`src/rtl/dma_scheduler_pkg.sv`:
```
// Shared types and default sizing for the DMA request scheduler.
// The state enum is common to the scheduler and anything that observes its FSM.
package dma_sched_pkg;

  localparam int DEF_NUM_REQ = 32'sd2;
  localparam int DEF_TIMEOUT = 32'sd256;

  typedef enum logic [2:0] {
    ST_IDLE  = 3'd0,
    ST_LATCH = 3'd1,
    ST_START = 3'd2,
    ST_WAIT  = 3'd3,
    ST_DONE  = 3'd4
  } dma_state_e;

endpackage

```
`src/rtl/dma_scheduler_if.sv`:
```
// Requester and DMA-side signal bundle of the scheduler.
// The slave modport is the scheduler's view; master is the environment's view.
interface dma_scheduler_if
  import dma_sched_pkg::*;
#(
  parameter int DEPTH   = 16,
  parameter int NUM_REQ = DEF_NUM_REQ
);
  localparam int ADDR_WIDTH = $clog2(DEPTH);

  logic [NUM_REQ-1:0]                 req;
  logic [NUM_REQ-1:0][ADDR_WIDTH-1:0] req_rom_addr;
  logic [NUM_REQ-1:0][ADDR_WIDTH-1:0] req_ram_addr;
  logic [NUM_REQ-1:0][ADDR_WIDTH-1:0] req_amt;
  logic [NUM_REQ-1:0]                 ack;
  logic [NUM_REQ-1:0]                 req_done;
  logic                               timeout_err;
  logic                               start_dma;
  logic [ADDR_WIDTH-1:0]              starting_rom;
  logic [ADDR_WIDTH-1:0]              starting_ram;
  logic [ADDR_WIDTH-1:0]              data_amt;
  logic                               dma_done;
  logic                               busy;

  modport slave (
    input  req, req_rom_addr, req_ram_addr, req_amt, dma_done,
    output ack, req_done, timeout_err, start_dma,
           starting_rom, starting_ram, data_amt, busy
  );

  modport master (
    output req, req_rom_addr, req_ram_addr, req_amt, dma_done,
    input  ack, req_done, timeout_err, start_dma,
           starting_rom, starting_ram, data_amt, busy
  );

endinterface

```
`src/rtl/dma_scheduler_rr_arbiter.sv`:
```
// Combinational round-robin arbiter: the search begins just after last_grant,
// so the most recently served requester has the lowest priority.
module rr_arbiter #(
  parameter int NUM_REQ = 2
) (
  input  logic [NUM_REQ-1:0]         req,
  input  logic [$clog2(NUM_REQ)-1:0] last_grant,
  output logic [NUM_REQ-1:0]         grant,
  output logic [$clog2(NUM_REQ)-1:0] grant_idx
);
  localparam int IDX_WIDTH = $clog2(NUM_REQ);
  localparam int SW        = IDX_WIDTH + 1;

  logic [SW-1:0]        sum_s;
  logic [IDX_WIDTH-1:0] cand_s;
  logic                 found_s;

  // Scan candidates (last_grant+1 .. last_grant+NUM_REQ) mod NUM_REQ, first hit wins
  always_comb begin
    grant     = {NUM_REQ{1'b0}};
    grant_idx = {IDX_WIDTH{1'b0}};
    found_s   = 1'b0;
    sum_s     = {SW{1'b0}};
    cand_s    = {IDX_WIDTH{1'b0}};
    for (int i = 1; i <= NUM_REQ; i++) begin
      sum_s = {1'b0, last_grant} + SW'(i);
      if (sum_s >= SW'(NUM_REQ)) begin
        sum_s = sum_s - SW'(NUM_REQ);
      end else begin
        sum_s = sum_s;
      end
      cand_s = sum_s[IDX_WIDTH-1:0];
      if (!found_s && req[cand_s]) begin
        grant[cand_s] = 1'b1;
        grant_idx     = cand_s;
        found_s       = 1'b1;
      end else begin
        found_s = found_s;
      end
    end
  end

endmodule

```
`src/rtl/dma_scheduler.sv`:
```
// Shares one DMA engine among NUM_REQ requesters: arbitrates, latches the
// winner's transfer config, starts the DMA and reports completion or timeout.
module dma_scheduler
  import dma_sched_pkg::*;
#(
  parameter int DEPTH   = 16,
  parameter int NUM_REQ = DEF_NUM_REQ,
  parameter int TIMEOUT = DEF_TIMEOUT
) (
  input  logic           clk,
  input  logic           reset,
  dma_scheduler_if.slave bus
);
  localparam int ADDR_WIDTH = $clog2(DEPTH);
  localparam int IDX_WIDTH  = $clog2(NUM_REQ);
  localparam int CNT_WIDTH  = $clog2(TIMEOUT + 1);
  localparam logic [CNT_WIDTH-1:0] CNT_LAST = CNT_WIDTH'(TIMEOUT - 1);
  localparam logic [CNT_WIDTH-1:0] CNT_ONE  = CNT_WIDTH'(32'd1);
  localparam logic [IDX_WIDTH-1:0] IDX_LAST = IDX_WIDTH'(NUM_REQ - 1);

  dma_state_e            state_r, state_nxt_s;
  logic [NUM_REQ-1:0]    arb_grant_s, grant_oh_r, ack_r, req_done_r;
  logic [IDX_WIDTH-1:0]  arb_idx_s, grant_idx_r, last_grant_r;
  logic [CNT_WIDTH-1:0]  cnt_r, cnt_nxt_s;
  logic                  err_r, err_nxt_s;
  logic                  timeout_err_r, start_dma_r, busy_r;
  logic [ADDR_WIDTH-1:0] rom_r, ram_r, amt_r;
  logic                  take_s;

  rr_arbiter #(.NUM_REQ(NUM_REQ)) u_arb (
    .req        (bus.req),
    .last_grant (last_grant_r),
    .grant      (arb_grant_s),
    .grant_idx  (arb_idx_s)
  );

  assign take_s = (state_r == ST_IDLE) && (|bus.req);

  // Next-state, timeout counter and error-flag logic
  always_comb begin
    state_nxt_s = state_r;
    cnt_nxt_s   = cnt_r;
    err_nxt_s   = err_r;
    case (state_r)
      ST_IDLE: begin
        err_nxt_s = 1'b0;
        if (|bus.req) state_nxt_s = ST_LATCH;
        else          state_nxt_s = ST_IDLE;
      end
      ST_LATCH: begin
        if (amt_r != {ADDR_WIDTH{1'b0}}) state_nxt_s = ST_START;
        else                             state_nxt_s = ST_DONE;
      end
      ST_START: begin
        state_nxt_s = ST_WAIT;
        cnt_nxt_s   = {CNT_WIDTH{1'b0}};
      end
      ST_WAIT: begin
        // A done arriving on the last allowed cycle still counts as success
        if (bus.dma_done) begin
          state_nxt_s = ST_DONE;
        end else if (cnt_r == CNT_LAST) begin
          state_nxt_s = ST_DONE;
          err_nxt_s   = 1'b1;
        end else begin
          cnt_nxt_s = cnt_r + CNT_ONE;
        end
      end
      ST_DONE: state_nxt_s = ST_IDLE;
      default: state_nxt_s = ST_IDLE;
    endcase
  end

  // State, registered pulses and latched transfer config
  always_ff @(posedge clk or posedge reset) begin
    if (reset) begin
      state_r       <= ST_IDLE;
      cnt_r         <= {CNT_WIDTH{1'b0}};
      err_r         <= 1'b0;
      ack_r         <= {NUM_REQ{1'b0}};
      req_done_r    <= {NUM_REQ{1'b0}};
      timeout_err_r <= 1'b0;
      start_dma_r   <= 1'b0;
      busy_r        <= 1'b0;
      grant_oh_r    <= {NUM_REQ{1'b0}};
      grant_idx_r   <= {IDX_WIDTH{1'b0}};
      last_grant_r  <= IDX_LAST;
      rom_r         <= {ADDR_WIDTH{1'b0}};
      ram_r         <= {ADDR_WIDTH{1'b0}};
      amt_r         <= {ADDR_WIDTH{1'b0}};
    end else begin
      state_r       <= state_nxt_s;
      cnt_r         <= cnt_nxt_s;
      err_r         <= err_nxt_s;
      ack_r         <= (state_nxt_s == ST_LATCH) ? arb_grant_s : {NUM_REQ{1'b0}};
      req_done_r    <= (state_nxt_s == ST_DONE) ? grant_oh_r : {NUM_REQ{1'b0}};
      timeout_err_r <= (state_nxt_s == ST_DONE) && err_nxt_s;
      start_dma_r   <= (state_nxt_s == ST_START);
      busy_r        <= (state_nxt_s != ST_IDLE);
      if (take_s) begin
        grant_oh_r  <= arb_grant_s;
        grant_idx_r <= arb_idx_s;
        rom_r       <= bus.req_rom_addr[arb_idx_s];
        ram_r       <= bus.req_ram_addr[arb_idx_s];
        amt_r       <= bus.req_amt[arb_idx_s];
      end
      if (state_r == ST_LATCH) begin
        last_grant_r <= grant_idx_r;
      end
    end
  end

  assign bus.ack          = ack_r;
  assign bus.req_done     = req_done_r;
  assign bus.timeout_err  = timeout_err_r;
  assign bus.start_dma    = start_dma_r;
  assign bus.busy         = busy_r;
  assign bus.starting_rom = rom_r;
  assign bus.starting_ram = ram_r;
  assign bus.data_amt     = amt_r;

endmodule
```
`src/flat_wrapper.sv`:
```
// flat-port wrapper written by rule: the top's interface ports become plain ports
module dma_scheduler_flat import dma_sched_pkg::*;
#(
  parameter int DEPTH   = 16,
  parameter int NUM_REQ = DEF_NUM_REQ,
  parameter int TIMEOUT = DEF_TIMEOUT
)
  (clk, reset, bus_req, bus_req_rom_addr, bus_req_ram_addr, bus_req_amt, bus_dma_done, bus_ack, bus_req_done, bus_timeout_err, bus_start_dma, bus_starting_rom, bus_starting_ram, bus_data_amt, bus_busy);
  dma_scheduler_if #(.DEPTH(DEPTH), .NUM_REQ(NUM_REQ)) bus_i ();
  input  logic clk;
  input  logic reset;
  input wire logic [$bits(bus_i.req)-1:0] bus_req;
  input wire logic [$bits(bus_i.req_rom_addr)-1:0] bus_req_rom_addr;
  input wire logic [$bits(bus_i.req_ram_addr)-1:0] bus_req_ram_addr;
  input wire logic [$bits(bus_i.req_amt)-1:0] bus_req_amt;
  input wire logic [$bits(bus_i.dma_done)-1:0] bus_dma_done;
  output wire logic [$bits(bus_i.ack)-1:0] bus_ack;
  output wire logic [$bits(bus_i.req_done)-1:0] bus_req_done;
  output wire logic [$bits(bus_i.timeout_err)-1:0] bus_timeout_err;
  output wire logic [$bits(bus_i.start_dma)-1:0] bus_start_dma;
  output wire logic [$bits(bus_i.starting_rom)-1:0] bus_starting_rom;
  output wire logic [$bits(bus_i.starting_ram)-1:0] bus_starting_ram;
  output wire logic [$bits(bus_i.data_amt)-1:0] bus_data_amt;
  output wire logic [$bits(bus_i.busy)-1:0] bus_busy;
  assign bus_i.req = bus_req;
  assign bus_i.req_rom_addr = bus_req_rom_addr;
  assign bus_i.req_ram_addr = bus_req_ram_addr;
  assign bus_i.req_amt = bus_req_amt;
  assign bus_i.dma_done = bus_dma_done;
  assign bus_ack = bus_i.ack;
  assign bus_req_done = bus_i.req_done;
  assign bus_timeout_err = bus_i.timeout_err;
  assign bus_start_dma = bus_i.start_dma;
  assign bus_starting_rom = bus_i.starting_rom;
  assign bus_starting_ram = bus_i.starting_ram;
  assign bus_data_amt = bus_i.data_amt;
  assign bus_busy = bus_i.busy;
  dma_scheduler #(.DEPTH(DEPTH), .NUM_REQ(NUM_REQ), .TIMEOUT(TIMEOUT)) u_core (.clk(clk), .reset(reset), .bus(bus_i));
endmodule
```
`config.mk`:
```
export PLATFORM = sky130hd
export DESIGN_NAME = dma_scheduler_flat
export DESIGN_NICKNAME = d
export VERILOG_FILES = /design/src/rtl/dma_scheduler_pkg.sv /design/src/rtl/dma_scheduler_if.sv /design/src/rtl/dma_scheduler_rr_arbiter.sv /design/src/rtl/dma_scheduler.sv /design/src/flat_wrapper.sv
export SDC_FILE = /design/constraint.sdc
export NUM_CORES = 1
export LEC_CHECK = 0
export ABC_AREA = 1
export BUFFER_PORTS_ARGS = -buffer_cell sky130_fd_sc_hd__buf_2
export CORE_MARGIN = 2
export CORE_UTILIZATION = 55
export DETAILED_ROUTE_END_ITERATION = 12
export PLACE_DENSITY = 0.84
export SETUP_SLACK_MARGIN = 0.05
export SLEW_MARGIN = 0
export SYNTH_ARGS = -nofsm -noshare
export SYNTH_HDL_FRONTEND = slang
export SYNTH_SLANG_ARGS = --single-unit
```
`constraint.sdc`:
```
create_clock -name clk -period 4.84 [get_ports clk]
set_input_delay 0.968 -clock clk [delete_from_list [all_inputs] [get_ports clk]]
set_output_delay 0.968 -clock clk [all_outputs]
set_load 0.02 [all_outputs]
```
## Yosys cells after proc, flatten, opt, wreduce, memory -nomap -nowiden

Cells that the tools add are included.

- Flip-flop bits (word level): 36
- Latch bits: 0
- RAM bits: 0
- Bits in read-only memories: 0
- Input port bits: 29
- Output and inout port bits: 19
- Logic and storage cells: 82
- Memories: 0

- $add $sub $neg: 5
- Multipliers: 0
- Divide/modulo/power cells: 0
- Order comparisons: 7
- Equal/unequal tests: 9
- Shift operators: 0
- Mux-type cells: 34
- Bitwise operators: 1
- Reductions and logical operators: 12

Operators with widths:

| cell | number |
|---|---|
| two-way mux 4 bit | 6 |
| two-way mux 9 bit | 2 |
| one-hot mux 9 bit (2 select lines) | 1 |
| two-way mux 1 bit | 14 |
| one-hot mux 3 bit (4 select lines) | 1 |
| adder 9 x 1 -> 9 bit (second input constant) | 1 |
| equality test 3 x 2 -> 1 bit (second input constant) | 3 |
| equality test 9 x 8 -> 1 bit (second input constant) | 1 |
| two-way mux 3 bit | 3 |
| two-way mux 2 bit | 4 |
| equality test 3 x 1 -> 1 bit (second input constant) | 2 |
| less-than comparator 1 x 2 -> 1 bit (second input constant) | 3 |
| logical AND 1 bit | 5 |
| >= comparator 2 bit (second input constant) | 2 |
| != test 2 bit (second input constant) | 2 |
| nonzero test 4 bit | 1 |
| equality test 3 bit (second input constant) | 1 |
| logical NOT 3 bit | 1 |
| AND reduction 3 bit | 1 |
| nonzero test 3 bit | 1 |
| adder 1 x 1 -> 2 bit (second input constant) | 1 |
| adder 1 x 2 -> 2 bit (second input constant) | 1 |
| demux 1 bit (select 1 bit) | 2 |
| >= comparator 1 bit (second input constant) | 2 |
| other kinds (6) | 7 |

## Depth between registers and ports, before layout

- Depth after elaboration: 11
- Gate-level depth with buffers: 11
- Gate-level depth less buffers: 11

## Modules after synthesis

Synthesis repeated with hierarchy kept, for this count alone.

- Cell total of the unflattened synthesis: 205
- Area total of the unflattened synthesis: 1701.6 µm²

By module, submodules not included:

| module | times used | cells an instance | area an instance (µm²) |
|---|---|---|---|
| dma_scheduler | 1 | 199 | 1676.6 |
| rr_arbiter | 1 | 6 | 25.0 |

## Least setup slack after synthesis

Ideal clock, no wire load.

- Path kind: input to register
- Start: input bus_req[0]
- End: register u_core.amt_r[3], in the netlist u_core.bus.data_amt[3]
- Library setup time: 124 ps
- Arrival: 1639 ps
- Required time: 4716 ps
- Slack: 3077 ps
- Stages: 6
- Buffers on the path: 1
- Cell sequence: nand2_1 -> nand2_1 -> clkbuf_2 -> or2_2 -> o211ai_1 -> nand2_1

- Word-level cells in the longest chain between the ends: 8
- Elaborated cells between the ends (all ways): 13

Ends and longest elaborated chain:

| what | RTL line | RTL |
|---|---|---|
| start: declaration | flat_wrapper.sv:12 | `input wire logic [$bits(bus_i.req)-1:0] bus_req;` |
| two-way mux 1 bit (not written as such) (2 in a row) | dma_scheduler_rr_arbiter.sv:33 | `if (!found_s && req[cand_s]) begin` |
| two-way mux 1 bit | dma_scheduler_rr_arbiter.sv:33 |  |
| logical NOT 1 bit | dma_scheduler_rr_arbiter.sv:33 |  |
| logical AND 1 bit | dma_scheduler_rr_arbiter.sv:33 |  |
| two-way mux 1 bit | dma_scheduler_rr_arbiter.sv:33 |  |
| two-way mux 4 bit (not written as such) (2 in a row) | dma_scheduler.sv:105 | `amt_r <= bus.req_amt[arb_idx_s];` |
| end signal: assignment | dma_scheduler.sv:90 | `amt_r <= {ADDR_WIDTH{1'b0}};` |
| end signal: assignment | dma_scheduler.sv:105 |  |
| end: declaration | dma_scheduler.sv:27 | `logic [ADDR_WIDTH-1:0] rom_r, ram_r, amt_r;` |

Parallel ways exist; a longest one is shown, timed or not. The select of a mux whose other input is x is not followed.
A chain may end at the register's enable or synchronous reset.

## Worst setup path after layout

- Start: register u_core.cnt_r[1]
- End: register u_core.cnt_r[2]

- Word-level cells in the longest chain between the ends: 4
- Elaborated cells between the ends (all ways): 7

Ends and longest elaborated chain:

| what | RTL line | RTL |
|---|---|---|
| start: declaration | dma_scheduler.sv:24 | `logic [CNT_WIDTH-1:0] cnt_r, cnt_nxt_s;` |
| start signal: assignment | dma_scheduler.sv:78 | `cnt_r <= {CNT_WIDTH{1'b0}};` |
| start signal: assignment | dma_scheduler.sv:93 | `cnt_r <= cnt_nxt_s;` |
| adder 9 x 1 -> 9 bit | dma_scheduler.sv:66 | `cnt_nxt_s = cnt_r + CNT_ONE;` |
| two-way mux 9 bit | dma_scheduler.sv:62 | `end else if (cnt_r == CNT_LAST) begin` |
| two-way mux 9 bit | dma_scheduler.sv:60 | `if (bus.dma_done) begin` |
| one-hot mux 9 bit (2 select lines) | dma_scheduler.sv:44 | `case (state_r)` |

Parallel ways exist; a longest one is shown, timed or not. The select of a mux whose other input is x is not followed.

==> run_results.csv <==
group,metric,value,unit
floorplan,rows,20,
power,p_int,762.6,uW
min_path,worstHoldPathType,"reg -> reg",
layout,nets,286,
floorplan,ios,48,
sta,rsz0062_at_grt,"no",
worst_setup_path,start_kind,"flop",
run_status,outcome,"finished, final reports clean",
layout,layout-drive-gt1-share,28.52,%
yosys,yosys.area.top_type,"dfrtp_1",
drt,detail-route-antenna-nets,0,
sta,slew_viol_final,0,
power,p_sw_share,38.31,%
drt,vias,1427,
worst_setup_path,cp_max_fo,7,
clock_network,cts_max_path_buffers,2,
floorplan,die_w,59.71,um
layout,final_cell_area,2086,um^2
yosys,synth_top_cell_area_share,51.32,%
layout,insertedDiodeCount,0,
placed_design,place.gp.congestion,0.8140,
sta,worstMarginPinSlew,454.1,ps
drt,drt_iter0_markers,58,
clock_network,root_buffer,"clkbuf_4",
power,p_switching,473.7,uW
clock_network,cts-htree-levels,2,
grt,grt_usage,21.59,%
clock_network,cts_sinks,36,
sta,setup_viol,0,
worst_setup_path,max_stage_delay,420,ps
worst_setup_path,arrival,2230,ps
layout,fill_cells,236,
yosys,ys_top_cells_by_area,"dfrtp_1 (51%), nand2_1 (13%), inv_1 (6.4%)",
clock_network,cts_tree,"done",
sta,fin_crit,2013,ps
power,p_seq_share,36.9,%
worst_setup_path,endpoint_kind,"flop",
clock_network,cts_made_buffers,5,
grt,antenna_found_initial,0,
placed_design,port-buffer-count,47,
yosys,syn_area,1707,um^2
flow_run,maxCapViolations,0,
worst_setup_path,crit_type,"reg -> reg",
worst_setup_path,worstPathRequired,5050,ps
floorplan,dieArea,3565,um^2
clock_network,cts_resized,0,
floorplan,start_util,56.83,%
power,pwr-share-clk,25.5,%
power,p_leak,0.001176,uW
sta,slew_headroom,69.52,%
drt,firstDrtPassIters,4,
drt,routed_wl,3.326,mm
floorplan,die_h,59.71,um
sta,post-route-period-util,41.60,%
grt,grt_pass1_wl,5.671,mm
yosys,ys_seq_area_share,52.86,%
floorplan,coreArea,3003,um^2
clock_network,clk_pin_slew_worst_paths,110,ps
power,ir_worst_vdd,0.0003890,V
grt,grt_max_degree,37,
power,p_per_area,592.7,nW/um^2
sta,clock_skew,4.978,ps
worst_setup_path,critPathSlowestCell,"dfrtp_1",
clock_network,hold_buffers,0,
yosys,syn_nets,235,
drt,vias_per_cell,4.938,
drt,drc_errors,0,
layout,area_growth,22.21,%
yosys,synth_cell_types,24,
sta,fin_tns_setup,0,ps
clock_network,cts_setup_buffers,0,
yosys,synthCells,204,
worst_setup_path,crit_path_cell_trace,"ha_1 > nand3_1 > nor2_1 > and3_1 > ha_1 > nor2_1 > o21ai_1 > o21ai_0",
yosys,avgSynthCellArea,8.366,um^2
grt,grt-ovfl-total,0,
sta,hold_viol_final,0,
power,pwr-share-comb,37.6,%
placed_design,dpl.hpwl,2.433,mm
yosys,synth_seq_cells,36,
clock_network,insertion_delay,330,ps
yosys,yosys_warnings,0,
grt,grt_pass1_vias,1371,
placed_design,placedInstanceArea,1958,um^2
sta,fmax,496.7,MHz
drt,wl_per_cell,11.51,um
logic make-up (layout without fill, tap and decap cells):
logic type      Yosys count  count (layout)  share of synthesized area [%]
flops                    36              36                          52.86
simple gates            105             105                          26.54
compound gates           26              26                          10.41
buf+inv                  35              87                          8.724
fa+ha+maj                 2               2                          1.466
synthesized netlist by cell type (all sizes together):
cell type and instances:
o211ai 9, buf 3, nand3 11, or2 10, nor2 18, and3 1, nand4 5, inv 31
ha 2, nand2 60, clkbuf 1, a21oi 4, o21ai 11, dfrtp 35, a22o 1, dfstp 1
o22ai 1
power by group through the flow:
stage,clock network (uW),registers [uW],logic (uW)
5_1_grt,336,467,522
2_1_floorplan,0,536,264
3_3_place_gp,0,461,452
3_5_place_dp,0,459,467
6_report,315,456,465
4_1_cts,322,455,467
path summary, 6_finish.rpt:
kind / startpoint / endpoint / slack [ps] / cells past startpoint
setup / recovery: u_core.cnt_r[1] / u_core.cnt_r[2] / 2830 / 8
hold / removal: u_core.bus.starting_ram[0] / u_core.bus.starting_ram[0] / 500 / 2
setup reg to reg: u_core.cnt_r[1] / u_core.cnt_r[2] / 2830 / 8
hold reg to reg: u_core.bus.starting_ram[0] / u_core.bus.starting_ram[0] / 500 / 2
max in group asynchronous: reset / u_core.last_grant_r / 3790 / 3
min in group asynchronous: reset / u_core.bus.starting_rom[3] / 700 / 3
cells in the final DEF (no fill, tap or decap):
cell type	synthesis	routed
dfstp_2	1	1
buf_2	1	47
nand3_1	10	10
a21oi_2	1	1
or2_2	10	10
inv_2	2	2
buf_4	0	1
o21ai_1	1	1
inv_1	29	29
clkbuf_4	0	5
o22ai_1	1	1
nand4_1	5	5
nand2_1	60	60
nor2_1	18	18
and3_1	1	1
a22o_1	1	1
a21oi_4	1	1
o211ai_1	8	8
bufinv_16	0	3
ha_1	2	2
o211ai_2	1	1
nand3_2	1	1
o21ai_0	10	10
dfrtp_1	35	35
a21oi_1	2	2
layout make-up:
class	instances	area (um^2)	area share (%)
clock buffers	5	37.54	1.800
clock inverters	3	90.09	4.319
inverters	31	116.4	5.579
multi-input cells	133	655.6	31.43
flip-flops and latches	36	902.1	43.25
well taps	33	41.29	1.980
repair buffers	48	242.7	11.64
critical path: cells and delay by family, from the launching register on:
kind                       cells  cell delay, ps
and+or+nand+nor                4             530
DFF                            1             420
AOI/OAI and AO/OA              2             540
adders and majority gates      2             400
registers in the layout, summed over array words and instances (netlist names):
signal,count
u_core.bus.starting_ram,4
u_core.bus.busy,1
u_core.bus.data_amt,4
u_core.cnt_r,9
u_core.grant_idx_r,1
u_core.bus.ack,2
u_core.bus.starting_rom,4
u_core.state_r,3
u_core.grant_oh_r,2
u_core.last_grant_r,1
u_core.bus.req_done,2
u_core.err_r,1
u_core.bus.timeout_err,1
u_core.bus.start_dma,1
layer usage:
layer | track usage [%] | wire length (um)
met5 | 0 | 0
met4 | 7.937 | 35
met3 | 8.442 | 182
met2 | 34.47 | 1594
met1 | 26.50 | 1514
metrics by stage:
stage	util (%)	cells	total power (uW)	hold slack, ps	worst slack (ps)
2_1_floorplan	-	204	800.3	457.2	3069
3_3_place_gp	65.21	281	912.7	459.1	2809
3_5_place_dp	65.21	281	926.5	468.7	2766
4_1_cts	69.46	289	1245	500.9	2829
5_1_grt	69.46	289	1325	526.7	2613
6_report	69.46	289	1236	499.0	2827
(Power assumes the default switching activity.)
